File: config.mk
export PLATFORM = sky130hd
export DESIGN_NAME = blink_rate_scheduler
export DESIGN_NICKNAME = d
export VERILOG_FILES = /design/src/rtl/blink_rate_scheduler.sv
export SDC_FILE = /design/constraint.sdc
export NUM_CORES = 1
export LEC_CHECK = 0
export ABC_AREA = 1
export CORE_ASPECT_RATIO = 1.1
export CORE_MARGIN = 8
export CORE_UTILIZATION = 50
export CTS_CLUSTER_DIAMETER = 30
export DETAILED_ROUTE_END_ITERATION = 8
export GPL_TIMING_DRIVEN = 0
export PLACE_DENSITY = 0.71
export SYNTH_ARGS = -nofsm -noshare
export SYNTH_HDL_FRONTEND = slang
export SYNTH_SLANG_ARGS = --single-unit
File: constraint.sdc
create_clock -name clk -period 4.05 [get_ports clk]
set_input_delay 0.405 -clock clk [delete_from_list [all_inputs] [get_ports clk]]
set_output_delay 0.405 -clock clk [all_outputs]
set_load 0.005 [all_outputs]
File: src/rtl/blink_rate_scheduler.sv
// Shared prescaler timebase plus two rate-adjustable blinker channels and the
// registered LED output mux for the light controller.
module blink_rate_scheduler #(
   parameter int unsigned TICK_DIV   = 16,
   parameter int unsigned RATE_W     = 3,
   parameter int unsigned RATE_RESET = 3
) (
   input  logic              clk,
   input  logic              reset,
   input  logic              left1,
   input  logic              right1,
   input  logic              left2,
   input  logic              right2,
   input  logic [1:0]        mux_sel,
   output logic [RATE_W-1:0] rate1,
   output logic [RATE_W-1:0] rate2,
   output logic              blink1,
   output logic              blink2,
   output logic              tick,
   output logic              led
);

   localparam int unsigned       PS_W      = $clog2(TICK_DIV);
   localparam int unsigned       CNT_W     = 1 << RATE_W;
   localparam logic [PS_W-1:0]   PS_LAST   = PS_W'(TICK_DIV - 1);
   localparam logic [RATE_W-1:0] RATE_MAX  = '1;
   localparam logic [RATE_W-1:0] RATE_INIT = RATE_W'(RATE_RESET);
   localparam logic [CNT_W-1:0]  CNT_ONE   = CNT_W'(1);

   logic [PS_W-1:0] ps_cnt;
   logic [1:0]      left_in;
   logic [1:0]      right_in;

   assign left_in  = {left2, left1};
   assign right_in = {right2, right1};

   always_ff @(posedge clk) begin
      if (reset) begin
         ps_cnt <= '0;
         tick   <= 1'b0;
      end else if (ps_cnt == PS_LAST) begin
         ps_cnt <= '0;
         tick   <= 1'b1;
      end else begin
         ps_cnt <= ps_cnt + 1'b1;
         tick   <= 1'b0;
      end
   end

   for (genvar g = 0; g < 2; g++) begin : g_ch
      logic [RATE_W-1:0] rate_q;
      logic [RATE_W-1:0] rate_d;
      logic [CNT_W-1:0]  cnt_q;
      logic [CNT_W-1:0]  cnt_d;
      logic              blink_q;
      logic              blink_d;
      logic              slower;
      logic              faster;

      // A pulse that would push the rate past a bound is not a change at all.
      assign slower = right_in[g] && !left_in[g] && (rate_q != RATE_MAX);
      assign faster = left_in[g] && !right_in[g] && (rate_q != '0);

      always_comb begin
         rate_d  = rate_q;
         cnt_d   = cnt_q;
         blink_d = blink_q;
         if (slower) begin
            rate_d = rate_q + 1'b1;
            cnt_d  = '0;
         end else if (faster) begin
            rate_d = rate_q - 1'b1;
            cnt_d  = '0;
         end else if (tick) begin
            if (cnt_q == (CNT_ONE << rate_q) - CNT_ONE) begin
               cnt_d   = '0;
               blink_d = !blink_q;
            end else begin
               cnt_d = cnt_q + CNT_ONE;
            end
         end
      end

      always_ff @(posedge clk) begin
         if (reset) begin
            rate_q  <= RATE_INIT;
            cnt_q   <= '0;
            blink_q <= 1'b0;
         end else begin
            rate_q  <= rate_d;
            cnt_q   <= cnt_d;
            blink_q <= blink_d;
         end
      end
   end

   assign rate1  = g_ch[0].rate_q;
   assign rate2  = g_ch[1].rate_q;
   assign blink1 = g_ch[0].blink_q;
   assign blink2 = g_ch[1].blink_q;

   always_ff @(posedge clk) begin
      if (reset) begin
         led <= 1'b0;
      end else begin
         case (mux_sel)
            2'b00:   led <= 1'b0;
            2'b01:   led <= 1'b1;
            2'b10:   led <= blink1;
            default: led <= blink2;
         endcase
      end
   end

endmodule

Word-level counts from Yosys, hierarchy flattened
Index checks and enable logic that the tools add are counted.

word-level totals
  flip-flop bits (word level) = 30
  output and inout bits = 10

cells by class
  $add $sub $neg = 9
  equal/unequal tests = 7
  shifts and indexed selects = 2
  mux-type cells = 8
  bitwise gates (word level) = 4
  reduce and logical (&&, ||, !) cells = 24

operators with widths
  operator                                           count
  adder 8 x 1 -> 8 bit (second input constant)       2
  == test 8 bit                                      2
  2-to-1 mux 8 bit                                   2
  left shift 1 x 3 -> 8 bit (first input constant)   2
  subtractor 8 x 1 -> 8 bit (second input constant)  2
  2-to-1 mux 3 bit                                   4
  logical AND 1 bit                                  8
  AND reduction 4 bit                                2
  adder 3 x 1 -> 3 bit (second input constant)       2
  logical NOT 1 bit                                  6
  != test 3 bit (second input constant)              2
  nonzero test 3 bit                                 2
  OR reduction 3 bit                                 2
  subtractor 3 x 1 -> 3 bit (second input constant)  2
  adder 4 x 1 -> 4 bit (second input constant)       1
  == test 4 bit (second input constant)              1
  inverter 1 bit                                     4
  nonzero test 2 bit                                 2
  one-hot mux 1 bit (3 select lines)                 1
  == test 2 x 1 -> 1 bit (second input constant)     1
  == test 2 bit (second input constant)              1
  logical NOT 2 bit                                  1
  OR reduction 2 bit                                 1
  2-to-1 mux 1 bit                                   1

Logic depth before layout (Yosys ltp)
Gate-level depths: netlist (run 1).

  word-level depth = 5
  mapped depth = 16

Least setup slack after synthesis (run 1)
OpenSTA, ideal clock, no wires.

  kind = reg-to-reg
  start point = register g_ch[0].rate_q[1] (netlist: rate1[1])
  end point = register g_ch[0].cnt_q[0]
  data arrival time = 1.818 ns
  required time = 3.922 ns
  path slack = 2.104 ns
  stages on the path, launching flop included = 11
  buffers on the path = 0
  period minus slack after synthesis = 1.946 ns
  cell sequence = dfxtp_1 -> inv_1 -> nand3_2 -> ha_1 -> or2_2 -> nand3_1 -> nand3_1 -> nor2_2 -> nand2_1 -> o21ai_2 -> a21oi_1

on the way
  cells in the longest elaborated chain, start to end = 4

ends and longest elaborated chain
  element                    line  RTL
  from (decl)                51    logic [RATE_W-1:0] rate_q;
  from (signal assigned)     90    rate_q <= rate_d;
  left shift 1 x 3 -> 8 bit  75    if (cnt_q == (CNT_ONE << rate_q) - CNT_ONE) begin
  subtractor 8 x 1 -> 8 bit  75
  == test 8 bit              75
  2-to-1 mux 8 bit           75
  to (signal assigned)       91    cnt_q <= cnt_d;
  to (decl)                  53    logic [CNT_W-1:0] cnt_q;

Parallel ways exist; a longest one is shown, timed or not.
A chain may end at the register's enable or synchronous reset.

Final worst setup path (run 1)
Ends and elaborated chain as after synthesis.

==> summary.txt, run 1 <==
Global routing
  • Gr usage total: 13.1%
  • Vias in the first global route: 1490
  • Initial antenna violation count: 0
  • Grt ovf: 0
  • Largest net degree at the start of global routing: 11
  • Global-route wire length before repair: roughly 6.1 mm

Timing
  • Max Fclk: ~450 MHz
  • Final Slew Violations: 0
  • Final worst-path cycle share: between 50 and 60%
  • Final Skew: approximately 0.0087 ns
  • Worst-Margin Slew: roughly 0.44 ns
  • RSZ-0062 raised after global routing: no
  • Worst hold slack: roughly 0.46 ns
  • Final Hold Viols: 0
  • Post-route setup TNS: 0 ns
  • Crit path time final: between 2 and 2.5 ns
  • Slew margin rel.: between 70% and 80%
  • Final setup violation count: 0

Drt
  • Antenna violation net count after detailed routing: 0
  • Drt pass-1 iters: 4
  • Remaining DRCs: 0
  • Avg Vias per Cell: 4.86
  • Detailed Route WL: roughly 3.5 mm
  • DR vias: ~1600
  • Initial drt markers: 37
  • Average wire per standard cell: between 10 and 15 um

Cells and area
  • Area growth from synthesis to layout: 19.1%
  • Fillers: 336
  • Share of layout cells above drive strength 1: under 10%
  • Nets: just over 300
  • Area of the multi-input gates: roughly 1100 um2
  • N_diodes: 0
  • Reg area: 601 um2

Place
  • DP Wirelength: approximately 2.7 mm
  • Port Buffers: 17
  • Final GP Congestion: approximately 0.84

Clock network
  • CTS tree: yes
  • Max clock buf depth: 2
  • Root Buffer: clkbuf_8
  • CTS clock-pin slew for the worst setup and hold paths: 0.07 ns
  • Post-CTS Hold Buffers: 0
  • Post-CTS setup repair buffer count: 0
  • Cts bufs inserted: 5
  • Worst skew pair latency: about 0.28 ns
  • CTS H-Tree Depth: 2
  • Sink Count: 30
  • Cts repair resizes: 0

Die
  • Die area: between 5000 and 6000 um2
  • Num ports: 18
  • Die Y: between 70 and 80 um
  • Die width: about 73 um
  • Core Area: between 3000 and 4000 um2
  • Rows: 23
  • Initial core utilization: approximately 50%

Worst setup path
  • Crit path required time: approximately 4.2 ns
  • Internal reg-to-reg setup slack: around 1.8 ns
  • Critical path class: flip-flop to flip-flop
  • CP Max Fanout: 9
  • Data arrival, critical path: between 2 and 2.5 ns
  • Crit end category: flip-flop
  • CP startpoint kind: flip-flop

Yosys
  • Part of the Yosys area used for sequential elements: between 30% and 40%
  • Syn Std Cell Area: roughly 1800 um2
  • Syn avg cell area: 6.86 um2
  • Top cell type by total area after synthesis: dfxtp_1
  • Post-synth EDFFs: 0
  • Syn Nets: approximately 280
  • Post-synth ARST share: 0%
  • Most common cell in the netlist: nand2_1
  • Share of the synthesized area in the top cell type: around a third
  • Ys Warns: 0
  • Yosys reg bits: 30
  • Commonest cells post-synth: nand2_1 (75), dfxtp_1 (30), nand3_1 (30), nor2_1 (30), inv_1 (26)
  • Most used DFF post-synth: dfxtp_1
  • Dominant cells by area after synthesis: dfxtp_1 (33%), nand2_1 (16%), nand3_1 (8.3%)
  • Cells after Synth: about 260
  • Synth unique cells: 30

Run
  • Reported max-cap violation count: 0

Pwr
  • PwrDens: 369 nW/um2
  • Max VDD drop: between 0.2 and 0.25 mV
  • Lkg Pwr: between 0.8 and 0.9 nW

Min path
  • HP Class: flip-flop to flip-flop

Outcome
  • Status: completed
[flip-flops by register name, summed over array words and instances, names as in the netlist]
signal / cells
g_ch.cnt_q: 16
tick: 1
blink1: 1
blink2: 1
rate1: 3
led: 1
ps_cnt: 4
rate2: 3
[logic make-up after synthesis]
kind of cell,Yosys count,share of synthesized area [%]
buf+inv,32,7.21
simple gates,158,38.9
xor+xnor,15,7.28
compound gates,21,7.62
flops,30,33.3
fa+ha+maj,7,5.68
[routing by layer]
| layer | GRT usage [%] | routed length, um | share of wire (%) |
|---|---|---|---|
| met5 | 0 | 0 | 0 |
| met4 | 6.00 | 48 | 1.4 |
| met1 | 14.1 | 1690 | 48 |
| met3 | 3.53 | 98 | 2.8 |
| met2 | 23.2 | 1700 | 48 |
[critical path: stages (launching register included)]
cell and delay, ns:
dfxtp_1 0.40, inv_1 0.20, nand3_2 0.14, ha_1 0.29
or2_2 0.30, nand3_1 0.09, nand3_1 0.10, nor2_2 0.13
nand2_1 0.08, o21ai_2 0.29, a21oi_1 0.07
[power by group]
group          switching, mW  internal (mW)
Combinational         0.0954         0.0717
Clock                  0.107          0.197
Sequential            0.0163          0.306
Total                  0.219          0.575
[cell type report]
type	count	area share [%]
multi-input combinational	201	50.0
clock inverter	1	1.40
timing repair buffer	17	7.91
buffer	3	0.873
sequential	30	27.9
tap	50	2.91
inverter	29	5.18
clock buffer	6	3.84
[worst paths after layout]
| path | startpoint | cells after the start | to |
|---|---|---|---|
| setup / recovery | rate1[1]$_SDFFE_PP1N_ | 10 | g_ch[0].cnt_q[0]$_SDFFE_PP0P_ |
| hold / removal | ps_cnt[0]$_SDFF_PP0_ | 1 | ps_cnt[0]$_SDFF_PP0_ |
| setup reg to reg | rate1[1]$_SDFFE_PP1N_ | 10 | g_ch[0].cnt_q[0]$_SDFFE_PP0P_ |
| hold reg to reg | ps_cnt[0]$_SDFF_PP0_ | 1 | ps_cnt[0]$_SDFF_PP0_ |
[cell usage in the layout, fill, tap and decap left out, types with 2 or more instances in the layout]
cell type         n
ha_1              5
o211ai_1          2
xor2_1           12
dfxtp_1          30
o21ai_0           3
buf_4             2
clkbuf_8          6
nor3_2            3
nand2_2           2
or2_2             4
nand4_1           7
nand3_1          30
fa_1              2
nor2_2            4
a21boi_0          2
inv_1            26
xnor2_1           3
nand2_1          75
nor2_1           30
a21oi_1          10
clkdlybuf4s50_1  17
[stage by stage]
step	cell area [um2]	setup WS (ns)	util (%)	power [mW]	std cells
after floorplan	1810	2.10	-	0.447	263
after global placement	2040	1.84	57.6	0.497	330
after detailed placement	2040	1.83	57.6	0.498	330
after CTS	2150	1.82	60.8	0.805	337
after global routing	2150	1.62	60.8	0.843	337
final	2150	1.83	60.8	0.793	337
Note: power is estimated with default switching activity, not from simulation.
==> run 2: changes to the inputs <==
--- a/config.mk
+++ b/config.mk
@@ -12,7 +12,7 @@
 export CTS_CLUSTER_DIAMETER = 30
 export DETAILED_ROUTE_END_ITERATION = 8
 export GPL_TIMING_DRIVEN = 0
-export PLACE_DENSITY = 0.71
+export PLACE_DENSITY = 0.74
 export SYNTH_ARGS = -nofsm -noshare
 export SYNTH_HDL_FRONTEND = slang
 export SYNTH_SLANG_ARGS = --single-unit
==> constraint.sdc (replaced) <==
create_clock -name clk -period 1.9 [get_ports clk]
set_input_delay 0.19 -clock clk [delete_from_list [all_inputs] [get_ports clk]]
set_output_delay 0.19 -clock clk [all_outputs]
set_load 0.005 [all_outputs]
==> run 2 against run 1 <==
Compared with the run above:
- power rose by 120%
- die area did not move
- cell area rose by 12%
- critical path type unchanged
==> summary.txt, run 2 (synthesis gave the netlist of run 1 again) <==
Die
  • Rows: 23
  • Initial core utilization: slightly above 50%
  • Die Y: 79.0 um
  • Num ports: 18
  • Die width: 73.3 um
  • Core Area: around 3500 um2
  • Die area: roughly 5800 um2

Pwr
  • Combinational share of power: between 20% and 30%
  • Internal power: around 1.2 mW
  • Total power: between 1.5 and 2 mW
  • Max VDD drop: roughly 0.42 mV
  • Net Sw Power: around 0.54 mW
  • Share of power burned in registers: 40.3%
  • Lkg Pwr: 0.993 nW
  • PwrDens: around 720 nW/um2
  • Switching share of power: 31.4%
  • Clock power frac: between 30 and 40%

Run
  • Reported max-cap violation count: 0

Timing
  • Final Hold Viols: 0
  • Max Fclk: ~530 MHz
  • Final worst-path cycle share: between 90% and 100%
  • Worst hold slack: ~0.45 ns
  • Final Skew: 0.00401 ns
  • RSZ-0062 raised after global routing: yes
  • Final setup violation count: 0
  • Crit path time final: 1.88 ns
  • Worst-Margin Slew: 0.462 ns
  • Slew margin rel.: ~69%
  • Final Slew Violations: 0

Cells and area
  • Top reg by flops: g_ch.cnt_q
  • Fillers: 290
  • Design Area, Final: between 2000 and 2500 um2
  • Final Non-Filler Cells: ~360
  • Max reg flops: 16
  • N_diodes: 0
  • Reg area: between 600 and 700 um2
  • Commonest non-fill, non-tap cell in the layout: nand2_1
  • Biggest regs: g_ch.cnt_q (16), ps_cnt (4)
  • Nets: 321
  • Area growth from synthesis to layout: 33.9%
  • Layout Utilization: between 60% and 70%
  • Area of the multi-input gates: roughly 1200 um2
  • Commonest non-fill, non-tap cells in the layout: nand2_1 (73), nor2_1 (29), nand3_1 (25)
  • Share of layout cells above drive strength 1: 22.1%

Worst setup path
  • CP Max Fanout: 7
  • Worst r2r src: rate1[2]$_SDFFE_PP0N_
  • CP startpoint kind: flip-flop
  • CP max stage cell: dfxtp_2
  • Crit end category: flip-flop
  • Crit-path max cell delay: between 0.3 and 0.4 ns
  • Data arrival, critical path: 2.05 ns
  • Crit path cell chain: buf_6, inv_8, nand3_4, ha_4, buf_4, nand4_1, nand2_1, nand2_1, nand2_1, nor2_2, nand2_2, o21ai_4, nor2_1
  • Crit path from: rate1[2]$_SDFFE_PP0N_
  • CP most frequent cell: nand2_1
  • Critical path class: flip-flop to flip-flop
  • Crit path required time: 2.07 ns

Clock network
  • Worst skew pair latency: around 0.28 ns
  • Max clock buf depth: 2
  • Root Buffer: clkbuf_8
  • Sink Count: 30
  • CTS H-Tree Depth: 2
  • CTS tree: yes
  • CTS clock-pin slew for the worst setup and hold paths: around 0.060 ns
  • Cts bufs inserted: 5

Drt
  • Remaining DRCs: 0
  • Avg Vias per Cell: 5.04
  • DR vias: about 1800
  • Average wire per standard cell: 12.1 um
  • Drt pass-1 iters: 4
  • Detailed Route WL: 4.32 mm
  • Antenna violation net count after detailed routing: 0
  • Initial drt markers: 88

Place
  • DP Wirelength: between 2 and 3 mm
  • Port Buffers: 17
  • Final GP Congestion: 0.875
  • DP Area: 2050 um2
  • Inst Count DP: 330

Global routing
  • Vias in the first global route: 1627
  • Global-route wire length before repair: around 6.8 mm
  • Grt ovf: 0
  • Gr usage total: between 10 and 15%
  • Initial antenna violation count: 0
  • Largest net degree at the start of global routing: 11

Min path
  • HP Class: flip-flop to flip-flop
  • Hold Startpoint: ps_cnt[0]$_SDFF_PP0_

Outcome
  • Status: completed
run 2: worst paths after layout:
kind,to,slack [ns],depth (start not counted)
max,g_ch[0].cnt_q[5]$_SDFFE_PP0P_,0.02,13
min,ps_cnt[0]$_SDFF_PP0_,0.45,1
max reg2reg,g_ch[0].cnt_q[5]$_SDFFE_PP0P_,0.02,13
min reg2reg,ps_cnt[0]$_SDFF_PP0_,0.45,1
run 2: final cells by class:
cell class / instances / area share [%]
Tap cell: 50 / 2.59
Timing Repair Buffer: 37 / 13.3
Clock buffer: 7 / 3.57
Inverter: 29 / 5.12
Buffer: 2 / 0.621
Multi-Input combinational cell: 201 / 49.0
Sequential cell: 30 / 25.7
Clock inverter: 1 / 0.207
run 2: power groups by stage:
stage	combinational (mW)	sequential (mW)	clock, mW
after floorplan	0.261	0.698	0
after global placement	0.360	0.702	0
after detailed placement	0.369	0.703	0
after CTS	0.428	0.696	0.540
after global routing	0.560	0.703	0.566
final	0.503	0.698	0.531
run 2: stage by stage:
stage / setup slack [ns] / TNS, ns
2_1_floorplan: 0.00712 / 0
3_3_place_gp: -0.199 / -2.83
3_5_place_dp: -0.224 / -3.14
4_1_cts: 0.00175 / 0
5_1_grt: -0.0956 / -0.949
6_report: 0.0190 / 0
run 2: critical path, delay by kind of cell (launching register included):
kind	cells	cell delay [ns]
flops	1	0.32
compound gates	1	0.26
buf+inv	3	0.32
simple gates	8	0.67
fa+ha+maj	1	0.19
run 2: routing by layer:
metal / vias to the layer above / global-route usage (%) / part of all wire, %
li1: 934 / - / -
met1: 822 / 16.1 / 44
met2: 31 / 25.4 / 49
met3: 11 / 4.28 / 4.2
met4: 0 / 6.20 / 2.3
met5: - / 0 / 0
run 2: timing repair:
action                                  in CTS  in global routing
buffers inserted                             7                 13
gates resized for setup                     20                 18
hold buffers                                 0                  0
pin swaps                                    7                 18
endpoints found under the setup margin      17                 18
==> run 3: changes to the inputs <==
--- a/config.mk
+++ b/config.mk
@@ -8,11 +8,13 @@
 export ABC_AREA = 1
 export CORE_ASPECT_RATIO = 1.1
 export CORE_MARGIN = 8
-export CORE_UTILIZATION = 50
+export CORE_UTILIZATION = 46
 export CTS_CLUSTER_DIAMETER = 30
 export DETAILED_ROUTE_END_ITERATION = 8
 export GPL_TIMING_DRIVEN = 0
-export PLACE_DENSITY = 0.74
+export HOLD_SLACK_MARGIN = 0.06
+export MAX_ROUTING_LAYER = met4
+export PLACE_DENSITY = 0.69
 export SYNTH_ARGS = -nofsm -noshare
 export SYNTH_HDL_FRONTEND = slang
 export SYNTH_SLANG_ARGS = --single-unit
==> run 3 against run 2 <==
Compared with the run above:
- critical path depth stayed put
- power is 1.5% higher
- utilization is 4.4 points lower
==> summary.txt, run 3 (synthesis gave the netlist of run 1 again) <==
Worst setup path
  • Critical path class: flip-flop to flip-flop
  • Data arrival, critical path: 2.04 ns
  • R2R depth: 13
  • CP Max Fanout: 7
  • CP startpoint kind: flip-flop
  • Crit path required time: roughly 2.1 ns
  • CP most frequent cell: nand2_1
  • Internal reg-to-reg setup slack: roughly 0.028 ns
  • Crit end category: flip-flop
  • Crit path cell chain: buf_6, inv_8, nand3_4, ha_4, buf_6, nand4_1, nand2_1, nand2_1, nand2_1, nor2_2, nand2_2, o21ai_4, nor2_1
  • Crit-path max cell delay: roughly 0.32 ns
  • CP max stage cell: dfxtp_2

Timing
  • Final worst-path cycle share: between 90% and 100%
  • Final Hold Viols: 0
  • Worst hold slack: between 0.4 and 0.5 ns
  • Worst setup margin: roughly 0.028 ns
  • Slew margin rel.: between 70% and 80%
  • RSZ-0062 raised after global routing: yes
  • Crit path time final: approximately 1.9 ns
  • Final Skew: between 0.01 and 0.015 ns
  • Final Slew Violations: 0
  • Post-route setup TNS: 0 ns
  • Max Fclk: between 500 and 600 MHz
  • Final setup violation count: 0
  • Worst-Margin Slew: ~0.44 ns

Cells and area
  • Commonest non-fill, non-tap cells in the layout: nand2_1 (70), nor2_1 (27), nand3_1 (24), dfxtp_1 (24), inv_1 (22)
  • Commonest non-fill, non-tap cell in the layout: nand2_1
  • Nets: about 320
  • Biggest regs: g_ch.cnt_q (16), ps_cnt (4)
  • Max reg flops: 16
  • Top reg by flops: g_ch.cnt_q
  • Area growth from synthesis to layout: 37.0%
  • N_diodes: 0
  • Share of layout cells above drive strength 1: 24.9%

Place
  • Port Buffers: 17
  • DP Worst Slack: -0.224 ns
  • DP Wirelength: 2.77 mm
  • Final GP Congestion: between 0.8 and 0.9

Global routing
  • Initial antenna violation count: 0
  • Gr usage total: roughly 14%
  • Grt ovf: 0
  • Largest net degree at the start of global routing: 11
  • Vias in the first global route: between 1500 and 2000
  • Global-route wire length before repair: about 6.8 mm

Drt
  • Max Used Layer: met4
  • Met3 wire length: 196 um
  • Wl on met1: between 1.5 and 2 mm
  • Average wire per standard cell: approximately 12 um
  • Antenna violation net count after detailed routing: 0
  • Initial drt markers: 128
  • DR vias: around 1800
  • Wire length on met2: roughly 2.1 mm
  • Drt pass-1 iters: 4
  • Detailed Route WL: approximately 4.4 mm
  • Avg Vias per Cell: roughly 5
  • Remaining DRCs: 0

Run
  • Reported max-cap violation count: 0

Clock network
  • CTS H-Tree Depth: 2
  • Worst skew pair latency: ~0.28 ns
  • Sink Count: 30
  • Root Buffer: clkbuf_8
  • Cts bufs inserted: 5
  • Max clock buf depth: 2
  • CTS clock-pin slew for the worst setup and hold paths: 0.07 ns
  • Post-CTS Hold Buffers: 0
  • CTS tree: yes

Pwr
  • Internal power: approximately 1.2 mW
  • Max VDD drop: 0.393 mV
  • Lkg Pwr: 1.00 nW
  • PwrDens: around 710 nW/um2
  • Clock power frac: about 30%
  • Switching share of power: 31.7%
  • Share of power burned in registers: between 30% and 40%
  • Net Sw Power: approximately 0.56 mW
  • Combinational share of power: between 30% and 40%

Die
  • Core Area: roughly 3900 um2
  • Num ports: 18
  • Rows: 24
  • Die area: roughly 6200 um2
  • Die Y: between 80 and 90 um
  • Die width: ~76 um
  • Initial core utilization: between 40% and 50%

Min path
  • HP Class: flip-flop to flip-flop
  • Hold depth: 1

Outcome
  • Status: completed
[run 3: metrics by stage]
stage / util (%) / instance area, um2 / cells / power, mW
2_1_floorplan: - / 1820 / 263 / 0.959
3_3_place_gp: 53.0 / 2050 / 332 / 1.06
3_5_place_dp: 53.0 / 2050 / 332 / 1.07
4_1_cts: 58.3 / 2260 / 346 / 1.65
5_1_grt: 63.9 / 2470 / 361 / 1.86
6_report: 63.9 / 2470 / 361 / 1.76
[run 3: final cells by class]
cell class                 count  area (um2)
tap                           52        65.1
clock buffer                   7        86.3
buffer                         2        15.0
sequential                    30         618
multi-input combinational    201        1220
timing repair buffer          39         339
clock inverter                 1        5.00
fill                         333        1400
inverter                      29         129
[run 3: worst paths after layout]
check | endpoint | start
max | g_ch[0].cnt_q[3]$_SDFFE_PP0P_ | rate1[2]$_SDFFE_PP0N_
min | ps_cnt[0]$_SDFF_PP0_ | ps_cnt[0]$_SDFF_PP0_
max reg2reg | g_ch[0].cnt_q[3]$_SDFFE_PP0P_ | rate1[2]$_SDFFE_PP0N_
min reg2reg | ps_cnt[0]$_SDFF_PP0_ | ps_cnt[0]$_SDFF_PP0_
[run 3: power groups by stage]
stage | Combinational (mW) | Sequential (mW) | Clock (mW)
after floorplan | 0.261 | 0.698 | 0
after global placement | 0.361 | 0.702 | 0
after detailed placement | 0.364 | 0.703 | 0
after CTS | 0.415 | 0.695 | 0.540
after global routing | 0.598 | 0.698 | 0.564
final | 0.538 | 0.694 | 0.526
[run 3: repair_timing]
action                                  in CTS  in global routing
endpoints found under the hold margin        0                  0
gates resized for setup                     18                 32
setup buffers                                6                 16
cloned                                       0                  0
endpoints found under the setup margin      17                 18
pin swaps                                    5                 23
[run 3: metal layers]
metal  GRT usage (%)  vias to the layer above
met5               -                        -
met4            5.38                        0
met3            3.66                       10
met2            22.0                       32
met1            17.5                      822
li1                -                      937
[run 3: critical path: cells and delay by family, from the launching register on]
family,cells,cell delay [ns]
AND/OR/NAND/NOR,8,0.66
flip-flops,1,0.32
buffers and inverters,3,0.32
AO/OA/AOI/OAI,1,0.27
adder cells (fa/ha/maj),1,0.19
